## src/rtl/floating_point_unit_pkg.sv

```systemverilog
// Shared float32 types, rounding-mode codes and the rounding increment decoder.
//   float32_t       : {sign, exponent, mantissa}
//   round_bits_t    : {guard, round, sticky}
//   fflags_t        : {invalid, div_by_zero, overflow, underflow, inexact}
//   rounding_mode_t : RISC-V rm encodings
package floating_point_unit_pkg;

    localparam int unsigned EXP_W   = 8;
    localparam int unsigned MANT_W  = 23;
    localparam int unsigned MAG_W   = EXP_W + MANT_W;
    localparam int unsigned FLAGS_W = 5;

    typedef enum logic [2:0] {
        RNE = 3'b000,
        RTZ = 3'b001,
        RDN = 3'b010,
        RUP = 3'b011,
        RMM = 3'b100,
        DYN = 3'b111
    } rounding_mode_t;

    typedef struct packed {
        logic              sign;
        logic [EXP_W-1:0]  exponent;
        logic [MANT_W-1:0] mantissa;
    } float32_t;

    typedef struct packed {
        logic guard;
        logic round;
        logic sticky;
    } round_bits_t;

    typedef struct packed {
        logic invalid;
        logic div_by_zero;
        logic overflow;
        logic underflow;
        logic inexact;
    } fflags_t;

    localparam logic [MAG_W-1:0] MAX_FINITE_MAGNITUDE = 31'h7F7FFFFF;
    localparam logic [EXP_W-1:0] EXP_ALL_ONES         = 8'hFF;
    localparam float32_t         CANONICAL_NAN        = 32'h7FC00000;

    // Decide whether the truncated magnitude must be bumped by one ulp.
    function automatic logic round_increment(
        input rounding_mode_t rm,
        input logic           sign,
        input logic           l,
        input logic           g,
        input logic           r,
        input logic           s
    );
        logic inc;
        inc = 1'b0;
        case (rm)
            RNE:     inc = g & (l | r | s);
            RTZ:     inc = 1'b0;
            RDN:     inc = sign & (g | r | s);
            RUP:     inc = ~sign & (g | r | s);
            RMM:     inc = g;
            default: inc = g & (l | r | s);
        endcase
        return inc;
    endfunction

endpackage

```

## src/rtl/floating_point_rounding_unit.sv

```systemverilog
// Two-stage IEEE-754 float32 rounding / exception stage.
// Stage 1 resolves the rounding mode and decides increment/inexact;
// stage 2 applies the increment, handles overflow and produces flags.
// Ports:
//   clk_i, clk_en_i, rst_n_i         : clock, global clock enable, async active-low reset
//   flush_i                          : kills both pipeline stages
//   data_valid_i, result_i,
//   round_bits_i                     : unrounded operand and its G/R/S bits
//   invalid_operation_i, divide_by_zero_i,
//   overflow_i, underflow_i          : upstream exception indications
//   instr_rm_i, frm_i                : static and dynamic rounding modes
//   fflags_clear_i                   : clears the accumulated flags
//   data_valid_o, result_o, fflags_o : rounded result and per-op flags
//   fflags_acc_o                     : sticky accumulated flags
//   illegal_rm_o                     : reserved rounding mode seen
module floating_point_rounding_unit
    import floating_point_unit_pkg::*;
(
    input  logic               clk_i,
    input  logic               clk_en_i,
    input  logic               rst_n_i,
    input  logic               flush_i,
    input  logic               data_valid_i,
    input  float32_t           result_i,
    input  round_bits_t        round_bits_i,
    input  logic               invalid_operation_i,
    input  logic               divide_by_zero_i,
    input  logic               overflow_i,
    input  logic               underflow_i,
    input  logic [2:0]         instr_rm_i,
    input  logic [2:0]         frm_i,
    input  logic               fflags_clear_i,
    output logic               data_valid_o,
    output float32_t           result_o,
    output logic [FLAGS_W-1:0] fflags_o,
    output logic [FLAGS_W-1:0] fflags_acc_o,
    output logic               illegal_rm_o
);

    // Stage-1 combinational decisions
    logic           rm_raw_c_is_dyn;
    logic [2:0]     rm_raw_c;
    logic           rm_illegal_c;
    rounding_mode_t rm_eff_c;
    logic           special_c;
    logic           inexact_c;
    logic           increment_c;

    // Stage-1 registers
    logic             s1_valid;
    logic             s1_sign;
    logic [MAG_W-1:0] s1_mag;
    logic             s1_finite;
    logic             s1_increment;
    logic             s1_inexact;
    rounding_mode_t   s1_rm;
    logic             s1_illegal;
    logic             s1_nv;
    logic             s1_dz;
    logic             s1_of;
    logic             s1_uf;

    // Stage-2 combinational results
    logic [MAG_W-1:0] sum_c;
    logic             overflow_c;
    logic             saturate_c;
    float32_t         rounded_c;
    fflags_t          flags_c;
    logic             exception_c;

    // Resolve the dynamic mode, then map reserved codes onto RNE.
    always_comb begin
        rm_raw_c_is_dyn = (instr_rm_i == 3'b111);
        rm_raw_c        = rm_raw_c_is_dyn ? frm_i : instr_rm_i;
        rm_illegal_c    = (rm_raw_c == 3'b101) || (rm_raw_c == 3'b110) || (rm_raw_c == 3'b111);
        rm_eff_c        = rm_illegal_c ? RNE : rounding_mode_t'(rm_raw_c);
    end

    // NaN and exact infinity pass through untouched.
    always_comb begin
        special_c   = (result_i.exponent == EXP_ALL_ONES) && !overflow_i;
        inexact_c   = !special_c && (round_bits_i.guard | round_bits_i.round | round_bits_i.sticky);
        increment_c = !special_c && round_increment(rm_eff_c, result_i.sign, result_i.mantissa[0],
                                                    round_bits_i.guard, round_bits_i.round,
                                                    round_bits_i.sticky);
    end

    // Stage 1 register
    always_ff @(posedge clk_i or negedge rst_n_i) begin
        if (!rst_n_i) begin
            s1_valid     <= 1'b0;
            s1_sign      <= 1'b0;
            s1_mag       <= '0;
            s1_finite    <= 1'b0;
            s1_increment <= 1'b0;
            s1_inexact   <= 1'b0;
            s1_rm        <= RNE;
            s1_illegal   <= 1'b0;
            s1_nv        <= 1'b0;
            s1_dz        <= 1'b0;
            s1_of        <= 1'b0;
            s1_uf        <= 1'b0;
        end else if (clk_en_i) begin
            s1_valid <= data_valid_i && !flush_i;
            if (data_valid_i) begin
                s1_sign      <= result_i.sign;
                s1_mag       <= {result_i.exponent, result_i.mantissa};
                s1_finite    <= (result_i.exponent != EXP_ALL_ONES);
                s1_increment <= increment_c;
                s1_inexact   <= inexact_c;
                s1_rm        <= rm_eff_c;
                s1_illegal   <= rm_illegal_c;
                s1_nv        <= invalid_operation_i;
                s1_dz        <= divide_by_zero_i;
                s1_of        <= overflow_i;
                s1_uf        <= underflow_i;
            end
        end
    end

    // Mantissa carry ripples into the exponent, covering binade and
    // subnormal-to-normal transitions without special cases.
    always_comb begin
        sum_c       = s1_mag + MAG_W'(s1_increment);
        overflow_c  = s1_of || (s1_finite && (sum_c[MAG_W-1:MANT_W] == EXP_ALL_ONES));
        saturate_c  = (s1_rm == RTZ) || ((s1_rm == RDN) && !s1_sign) || ((s1_rm == RUP) && s1_sign);
        rounded_c   = {s1_sign, sum_c};
        if (overflow_c) begin
            rounded_c = saturate_c ? {s1_sign, MAX_FINITE_MAGNITUDE}
                                   : {s1_sign, EXP_ALL_ONES, MANT_W'(0)};
        end
        exception_c         = s1_nv || s1_dz;
        flags_c.invalid     = s1_nv;
        flags_c.div_by_zero = s1_dz;
        flags_c.overflow    = overflow_c && !exception_c;
        flags_c.underflow   = s1_uf && s1_inexact && !exception_c;
        flags_c.inexact     = (s1_inexact || overflow_c) && !exception_c;
    end

    // Stage 2 / output register
    always_ff @(posedge clk_i or negedge rst_n_i) begin
        if (!rst_n_i) begin
            data_valid_o <= 1'b0;
            result_o     <= '0;
            fflags_o     <= '0;
            illegal_rm_o <= 1'b0;
        end else if (clk_en_i) begin
            data_valid_o <= s1_valid && !flush_i;
            if (s1_valid) begin
                result_o     <= rounded_c;
                fflags_o     <= FLAGS_W'(flags_c);
                illegal_rm_o <= s1_illegal;
            end
        end
    end

    // Sticky flags: absorb the flags of each delivered result; a clear in the
    // same cycle keeps only that result's flags.
    always_ff @(posedge clk_i or negedge rst_n_i) begin
        if (!rst_n_i) begin
            fflags_acc_o <= '0;
        end else if (clk_en_i) begin
            if (fflags_clear_i) begin
                fflags_acc_o <= data_valid_o ? fflags_o : FLAGS_W'(0);
            end else if (data_valid_o) begin
                fflags_acc_o <= fflags_acc_o | fflags_o;
            end
        end
    end

endmodule

```

## config.mk

```make
export PLATFORM = sky130hd
export DESIGN_NAME = floating_point_rounding_unit
export DESIGN_NICKNAME = d
export VERILOG_FILES = /design/src/rtl/floating_point_unit_pkg.sv /design/src/rtl/floating_point_rounding_unit.sv
export SDC_FILE = /design/constraint.sdc
export NUM_CORES = 1
export LEC_CHECK = 0
export BUFFER_PORTS_ARGS = -buffer_cell sky130_fd_sc_hd__buf_2
export CAP_MARGIN = 20
export CORE_ASPECT_RATIO = 1.5
export CORE_UTILIZATION = 58
export CTS_CLUSTER_DIAMETER = 30
export DETAILED_ROUTE_END_ITERATION = 8
export PLACE_DENSITY_LB_ADDON = 0.12
export SKIP_LAST_GASP = 1
export SLEW_MARGIN = 5
export SYNTH_ARGS = -nofsm -noshare
export SYNTH_HDL_FRONTEND = slang
export SYNTH_SLANG_ARGS = --single-unit
```

## constraint.sdc

```tcl
create_clock -name clk_i -period 8.3 [get_ports clk_i]
set_input_delay 0.415 -clock clk_i [delete_from_list [all_inputs] [get_ports clk_i]]
set_output_delay 0.415 -clock clk_i [all_outputs]
set_load 0.005 [all_outputs]
```

==> results by group, run 1 <==
CTS
  • Setup repair bufs after CTS: 0
  • Sink Count: ~90
  • Total CTS buffers: 9
  • H-tree levels: 3
  • Clk root buf: clkbuf_8
  • Hold_buf cts: 0
  • Post-CTS resize count: 0
  • Bufs on Longest Clock Path: 2
  • Later-pin clock latency in the skew report: between 0.3 and 0.4 ns
  • Clk slew on worst S/H paths: approximately 0.080 ns
  • CTS tree: yes

Yosys
  • Synth unique cells: 49
  • Synth warnings: 0
  • Sequential fraction of the synthesis area: 51.7%
  • Cell taking the most area after synthesis: dfrtp_1
  • Top-area cell type share of the netlist area: roughly half
  • FF+latch count, synth: between 80 and 90
  • Mapped Area: approximately 0.0043 mm²
  • Syn Area/Cell: 11.3 µm²
  • Synthesized Nets: 431
  • Top post-synthesis cells by area: dfrtp_1 (52%), mux2_2 (10%), nand2_1 (5.3%), o211ai_2 (3.2%), xnor2_1 (2.9%)
  • Syn Inst Count: approximately 380
  • Post-synth EDFFs: 0
  • Ys flop type: dfrtp_1
  • Ys async rst share: 100%

Timing
  • Final hold vios: 0
  • Period Utilization, post-route: 41.7%
  • Period minus WS final: 3.46 ns
  • RSZ-0062 raised after global routing: false
  • Slew Viols, Final: 0
  • Setup TNS Final: 0 ns
  • Slew HR: 30.5%
  • F_max: 289 MHz
  • Clock Skews: 0.00789 ns
  • Worst-margin pin slew: 1.04 ns
  • Final setup vio count: 0

Setup path
  • Required time worst endpoint: approximately 8.5 ns
  • Crit Path Max Fanout: 24
  • Critical path arrival: 3.65 ns
  • Crit path launch type: flip-flop
  • Critical path class: flip-flop to flip-flop
  • CP endpoint kind: flip-flop

GRT
  • GR Overflow Total: 0
  • Initial antenna violation count: 0
  • GRT Util Overall: between 20% and 30%
  • First-pass GRT wire length: approximately 15 mm
  • Largest net degree at the start of global routing: 89
  • Vias in the first global route: 3286

Outcome
  • Status: complete, no violations

Run
  • Max Cap Viol: 0

Worst hold path
  • Worst min-delay path class: input pin to asynchronous set/reset pin

Final layout
  • Most frequent cells in the layout: buf_2 (93), dfrtp_1 (88), nand2_1 (59)
  • Register area: ~0.0022 mm²
  • Multi-input logic area: 0.00193 mm²
  • Filler cell count: ~510
  • Commonest non-fill, non-tap cell in the layout: buf_2
  • Non-filler cells, final: ~570
  • N_diodes: 0
  • Nets: 520
  • Area growth, synth to finish: 17.2%
  • Layout cells sized above 1: between 30% and 40%

Power
  • Part of the power in registers: 52.7%
  • Cell area power density: 225 mW/mm²
  • Combinational Power Share: 22.7%
  • Max rail drop VDD: 0.145 mV
  • P_leak: 2.28 nW
  • Sw power: about 0.34 mW
  • Power share of the clock group: 24.6%
  • Switching Share: 30.1%
  • Internal: 0.784 mW

Drt
  • Total wire length: 9.08 mm
  • WL/cell: 16.0 µm
  • Via density per instance: 5.78
  • DR DRC count: 0
  • TritonRoute pass-1 iters: 4
  • Final ANT Viol Nets: 0
  • Starting DRC count in detailed routing: around 200
  • Vias: 3286

Placement
  • Gpl congestion: roughly 0.83
  • Inst Count DP: between 500 and 600
  • Port buffer count: 94
  • Dpl hpwl: 6.21 mm

Die
  • # IOs: 95
  • Die area: 0.00770 mm²
  • Die X: 72.0 µm
  • Height of the chip: around 110 µm
  • Standard-cell row count: 37
  • Initial core utilization: 61.0%
  • Placeable Area: between 0.006 and 0.007 mm²
[layer usage]
| layer | track usage, % | vias up | part of all wire, % | wire, µm |
|---|---|---|---|---|
| li1 | - | 1537 | - | - |
| met1 | 30.7 | 1652 | 43 | 3870 |
| met2 | 44.0 | 79 | 52 | 4690 |
| met3 | 4.04 | 18 | 3.0 | 276 |
| met4 | 13.9 | 0 | 2.7 | 245 |
| met5 | 0 | - | 0 | 0 |
[Yosys cell counts (4+ instances only)]
library cell and number:
dfrtp_1 88, nand2_1 60, mux2_2 38, nand3_1 15, nor2_1 15, xnor2_1 14
xor2_1 14, clkbuf_1 12, o211ai_2 11, nand4_1 8, o21ai_0 8, o311ai_1 8
nor3_1 7, a21oi_1 6, and4_1 6, a32o_1 5, inv_1 5, buf_6 4
o211ai_1 4
[final cells by class]
class	instances	share of cell area (%)
multi-input combinational	264	38.6
clock inverter	3	0.301
timing repair buffer	98	10.7
clock buffer	13	3.38
sequential	88	44.1
inverter	6	0.451
tap	97	2.43
[power by group through the flow]
stage / Clock, mW / Sequential [mW] / Combinational, mW
global placement: 0 / 0.595 / 0.245
global route: 0.296 / 0.602 / 0.286
finish: 0.276 / 0.591 / 0.255
detailed placement: 0 / 0.598 / 0.254
floorplan: 0 / 0.588 / 0.146
CTS: 0.281 / 0.590 / 0.256
[logic make-up (layout without fill, tap and decap cells)]
group | after synthesis | in the layout | share of synthesized area, %
XOR/XNOR | 28 | 28 | 5.75
multiplexers | 39 | 39 | 10.3
adder cells (fa/ha/maj) | 2 | 2 | 0.587
flip-flops | 88 | 88 | 51.7
buffers and inverters | 26 | 120 | 3.08
AO/OA/AOI/OAI | 61 | 61 | 12.5
AND/OR/NAND/NOR | 134 | 134 | 16.1
[registers in the layout (all words and copies together) (netlist names), 3 cells and up]
register	count
fflags_acc_o	5
fflags_o	5
result_o	32
s1_mag	31
s1_rm	3
[worst paths after layout]
kind	startpoint	end	slack (ns)	cells after the start
worst max-delay path	s1_increment$_DFFE_PN0P_	result_o[8]$_DFFE_PN0P_	4.84	8
worst min-delay path	rst_n_i	s1_mag[16]$_DFFE_PN0P_	0.009	1
min in group clk_i	result_i[18]	s1_mag[18]$_DFFE_PN0P_	0.27	2
worst min register to register	illegal_rm_o$_DFFE_PN0P_	illegal_rm_o$_DFFE_PN0P_	0.48	2
worst max register to register	s1_increment$_DFFE_PN0P_	result_o[8]$_DFFE_PN0P_	4.84	8
max in group asynchronous	rst_n_i	s1_inexact$_DFFE_PN0P_	7.67	2
[critical path: stages (launching register included)]
cell and delay (ns):
dfrtp_1 0.36, ha_1 0.16, ha_1 0.22, nand3_1 0.13, or4_4 0.57, o311a_1 0.42, a211oi_4 0.30, or4_1 0.87
o311ai_1 0.25
[per-stage QoR]
stage	utilization [%]	instance area [µm²]	power, mW	setup WS (ns)	hold WS (ns)
2_1_floorplan	-	4260	0.733	5.54	0.119
3_3_place_gp	68.2	4760	0.840	4.97	0.453
3_5_place_dp	68.2	4760	0.851	4.81	0.462
4_1_cts	70.8	4950	1.13	4.82	0.263
5_1_grt	71.5	5000	1.18	4.62	0.0442
6_report	71.5	5000	1.12	4.84	0.00860
(Power assumes the default switching activity.)
==> run 2: changes to the inputs <==
--- a/config.mk
+++ b/config.mk
@@ -8,7 +8,7 @@
 export BUFFER_PORTS_ARGS = -buffer_cell sky130_fd_sc_hd__buf_2
 export CAP_MARGIN = 20
 export CORE_ASPECT_RATIO = 1.5
-export CORE_UTILIZATION = 58
+export CORE_UTILIZATION = 49
 export CTS_CLUSTER_DIAMETER = 30
 export DETAILED_ROUTE_END_ITERATION = 8
 export PLACE_DENSITY_LB_ADDON = 0.12
==> constraint.sdc (replaced) <==
create_clock -name clk_i -period 2.9 [get_ports clk_i]
set_input_delay 0.145 -clock clk_i [delete_from_list [all_inputs] [get_ports clk_i]]
set_output_delay 0.145 -clock clk_i [all_outputs]
set_load 0.005 [all_outputs]
==> run 2 against run 1 <==
  * Die area rose by 18%
  * Global-route usage fell by 2.3 points
  * Flip-flop and latch count did not move
  * Critical path depth rose by 1
  * Critical path type unchanged
  * Sequential share of layout area fell by 2.3 points
  * Utilization fell by 8.8 points
  * First-iteration DRC count fell by 15%
==> results by group, run 2 (synthesis gave the netlist of run 1 again) <==
Timing
  • Period minus WS final: 2.74 ns (-0.723 ns)
  • Worst-margin pin slew: 0.647 ns (-0.395 ns)
  • Final setup vio count: 0 (unchanged)
  • Slew HR: 56.8% (+26 points)
  • Period Utilization, post-route: 94.6% (+53 points)
  • RSZ-0062 raised after global routing: false
  • Setup TNS Final: 0 ns (unchanged)
  • Final hold vios: 0 (unchanged)
  • F_max: 365 MHz (+26%)
  • Slew Viols, Final: 0 (unchanged)
  • Clock Skews: 0.00523 ns (-0.00265 ns)

GRT
  • Initial antenna violation count: 0 (unchanged)
  • Largest net degree at the start of global routing: 89 (unchanged)
  • Routing usage on met3: 3.83% (-0.21 points)
  • Met2 Resource Use GR: 40.2% (-3.8 points)
  • Busiest grt layer: met2
  • Met1 usage: 28.1% (-2.6 points)
  • GRT Util Overall: 23.4% (-2.3 points)
  • Vias in the first global route: 3236 (-1.5%)
  • GR Overflow Total: 0 (unchanged)
  • First-pass GRT wire length: 16.0 mm (+6.7%)

Die
  • Die area: 0.00908 mm² (+18%)
  • Initial core utilization: 50.7% (-10 points)
  • Standard-cell row count: 41 (+11%)
  • Die X: 78.1 µm (+8.5%)
  • Height of the chip: 116 µm (+8.6%)
  • # IOs: 95 (unchanged)
  • Placeable Area: 0.00841 mm² (+20%)

Drt
  • DR DRC count: 0 (unchanged)
  • Total wire length: 9.93 mm (+9.4%)
  • TritonRoute pass-1 iters: 4 (unchanged)
  • Via density per instance: 5.53 (-4.3%)
  • WL/cell: 16.8 µm (+5.0%)
  • Starting DRC count in detailed routing: 171 (-15%)
  • Final ANT Viol Nets: 0 (unchanged)
  • Vias: 3278 (-0.24%)

Placement
  • Gpl congestion: 0.807 (-2.8%)
  • Port buffer count: 94 (unchanged)
  • Dpl hpwl: 7.04 mm (+13%)
  • Inst Count DP: 571 (+3.6%)

Final layout
  • Max reg flops: 32 (unchanged)
  • Reg with most FFs: result_o
  • Most frequent cells in the layout: buf_2 (93), dfrtp_1 (88), nand2_1 (59)
  • Layout cells sized above 1: 39.9% (+2.8 points)
  • Non-filler cells, final: 593 (+4.2%)
  • N_diodes: 0 (unchanged)
  • Nets: 534 (+2.7%)
  • Final core utilization: 62.6% (-8.8 points)
  • Filler cell count: 704 (+38%)
  • Top flop regs: result_o x32, s1_mag x31
  • Area growth, synth to finish: 23.7%
  • Commonest non-fill, non-tap cell in the layout: buf_2

CTS
  • Total CTS buffers: 9 (unchanged)
  • H-tree levels: 3 (unchanged)
  • Clk slew on worst S/H paths: 0.06 ns (-0.02 ns)
  • Sink Count: 88 (unchanged)
  • Clk root buf: clkbuf_16
  • CTS tree: yes
  • Bufs on Longest Clock Path: 2 (unchanged)
  • Later-pin clock latency in the skew report: 0.34 ns (-0.02 ns)

Setup path
  • Critical path class: flip-flop to flip-flop
  • Crit Path Max Fanout: 11 (-54%)
  • Critical path arrival: 2.98 ns (-0.67 ns)
  • CP endpoint kind: flip-flop
  • Crit path launch type: flip-flop
  • Required time worst endpoint: 3.14 ns (-5.34 ns)

Run
  • Max Cap Viol: 0 (unchanged)

Worst hold path
  • Worst min-delay path class: input pin to flip-flop

Power
  • Max rail drop VDD: 0.434 mV (+200%)
  • Cell area power density: 688 mW/mm² (+210%)
  • P_leak: 2.40 nW (+5.3%)

Outcome
  • Status: complete, no violations
run 2: cell count changes in the layout (fill, tap and decap cells not counted), moves of 2 or more:
| cell | before | now |
|---|---|---|
| buf_4 | 3 | 16 |
| clkbuf_8 | 12 | 0 |
| clkbuf_16 | 0 | 9 |
| clkinvlp_4 | 0 | 3 |
| ha_1 | 2 | 0 |
| ha_2 | 0 | 2 |
| nor3_2 | 2 | 0 |
| nor3_4 | 1 | 3 |
run 2: per-layer routing:
metal  up-vias  wire (µm)  part of all wire [%]
li1       1577          -                     -
met1      1610       4210                    42
met2        70       5080                    51
met3        21        323                   3.3
met4         0        317                   3.2
met5         -          0                     0
run 2: critical path: stages (launching register included):
cell      delay, ns
dfrtp_1        0.35
ha_2           0.18
ha_2           0.18
nand3_2        0.09
or4_4          0.63
nor3_4         0.20
a211oi_4       0.11
or4_1          0.60
buf_4          0.22
o311ai_1       0.08
run 2: power by group:
part / total, mW / switching (mW) / internal (mW)
combinational: 0.776 / 0.363 / 0.413
sequential: 1.70 / 0.218 / 1.48
clock: 1.15 / 0.484 / 0.667
total: 3.63 / 1.06 / 2.56
run 2: area by class of cell:
| cell class | count | area (µm²) | share of cell area, % |
|---|---|---|---|
| timing repair buffer | 112 | 643 | 12.2 |
| tap | 107 | 134 | 2.54 |
| clock buffer | 9 | 225 | 4.27 |
| inverter | 6 | 22.5 | 0.427 |
| clock inverter | 7 | 71.3 | 1.35 |
| multi-input combinational | 264 | 1970 | 37.4 |
| sequential | 88 | 2200 | 41.8 |
run 2: per-stage QoR:
step / area, µm² / power (mW) / hold WS (ns) / setup WS (ns)
floorplan: 4260 / 2.10 / -0.151 / 0.141
global placement: 4850 / 2.44 / 0.377 / 0.192
global route: 5270 / 3.82 / 0.0283 / 0.00936
finish: 5270 / 3.63 / 0.0303 / 0.158
detailed placement: 4850 / 2.47 / 0.383 / 0.0871
CTS: 5150 / 3.63 / 0.0242 / 0.0700
run 2: repair_timing:
item	in CTS	in global routing
hold endpoints to repair	0	16
setup buffers	0	3
hold buffers	0	1
resized for setup	0	7
setup endpoints to repair	0	21
run 2: final timing paths:
check,start,slack (ns),depth (start not counted),endpoint
min reg2reg,illegal_rm_o$_DFFE_PN0P_,0.48,2,illegal_rm_o$_DFFE_PN0P_
max reg2reg,s1_increment$_DFFE_PN0P_,0.16,9,result_o[8]$_DFFE_PN0P_
min in group asynchronous,rst_n_i,0.21,2,s1_mag[12]$_DFFE_PN0P_
max in group asynchronous,rst_n_i,2.07,3,data_valid_o$_DFFE_PN0P_
max,s1_increment$_DFFE_PN0P_,0.16,9,result_o[8]$_DFFE_PN0P_
min,invalid_operation_i,0.03,2,s1_nv$_DFFE_PN0P_
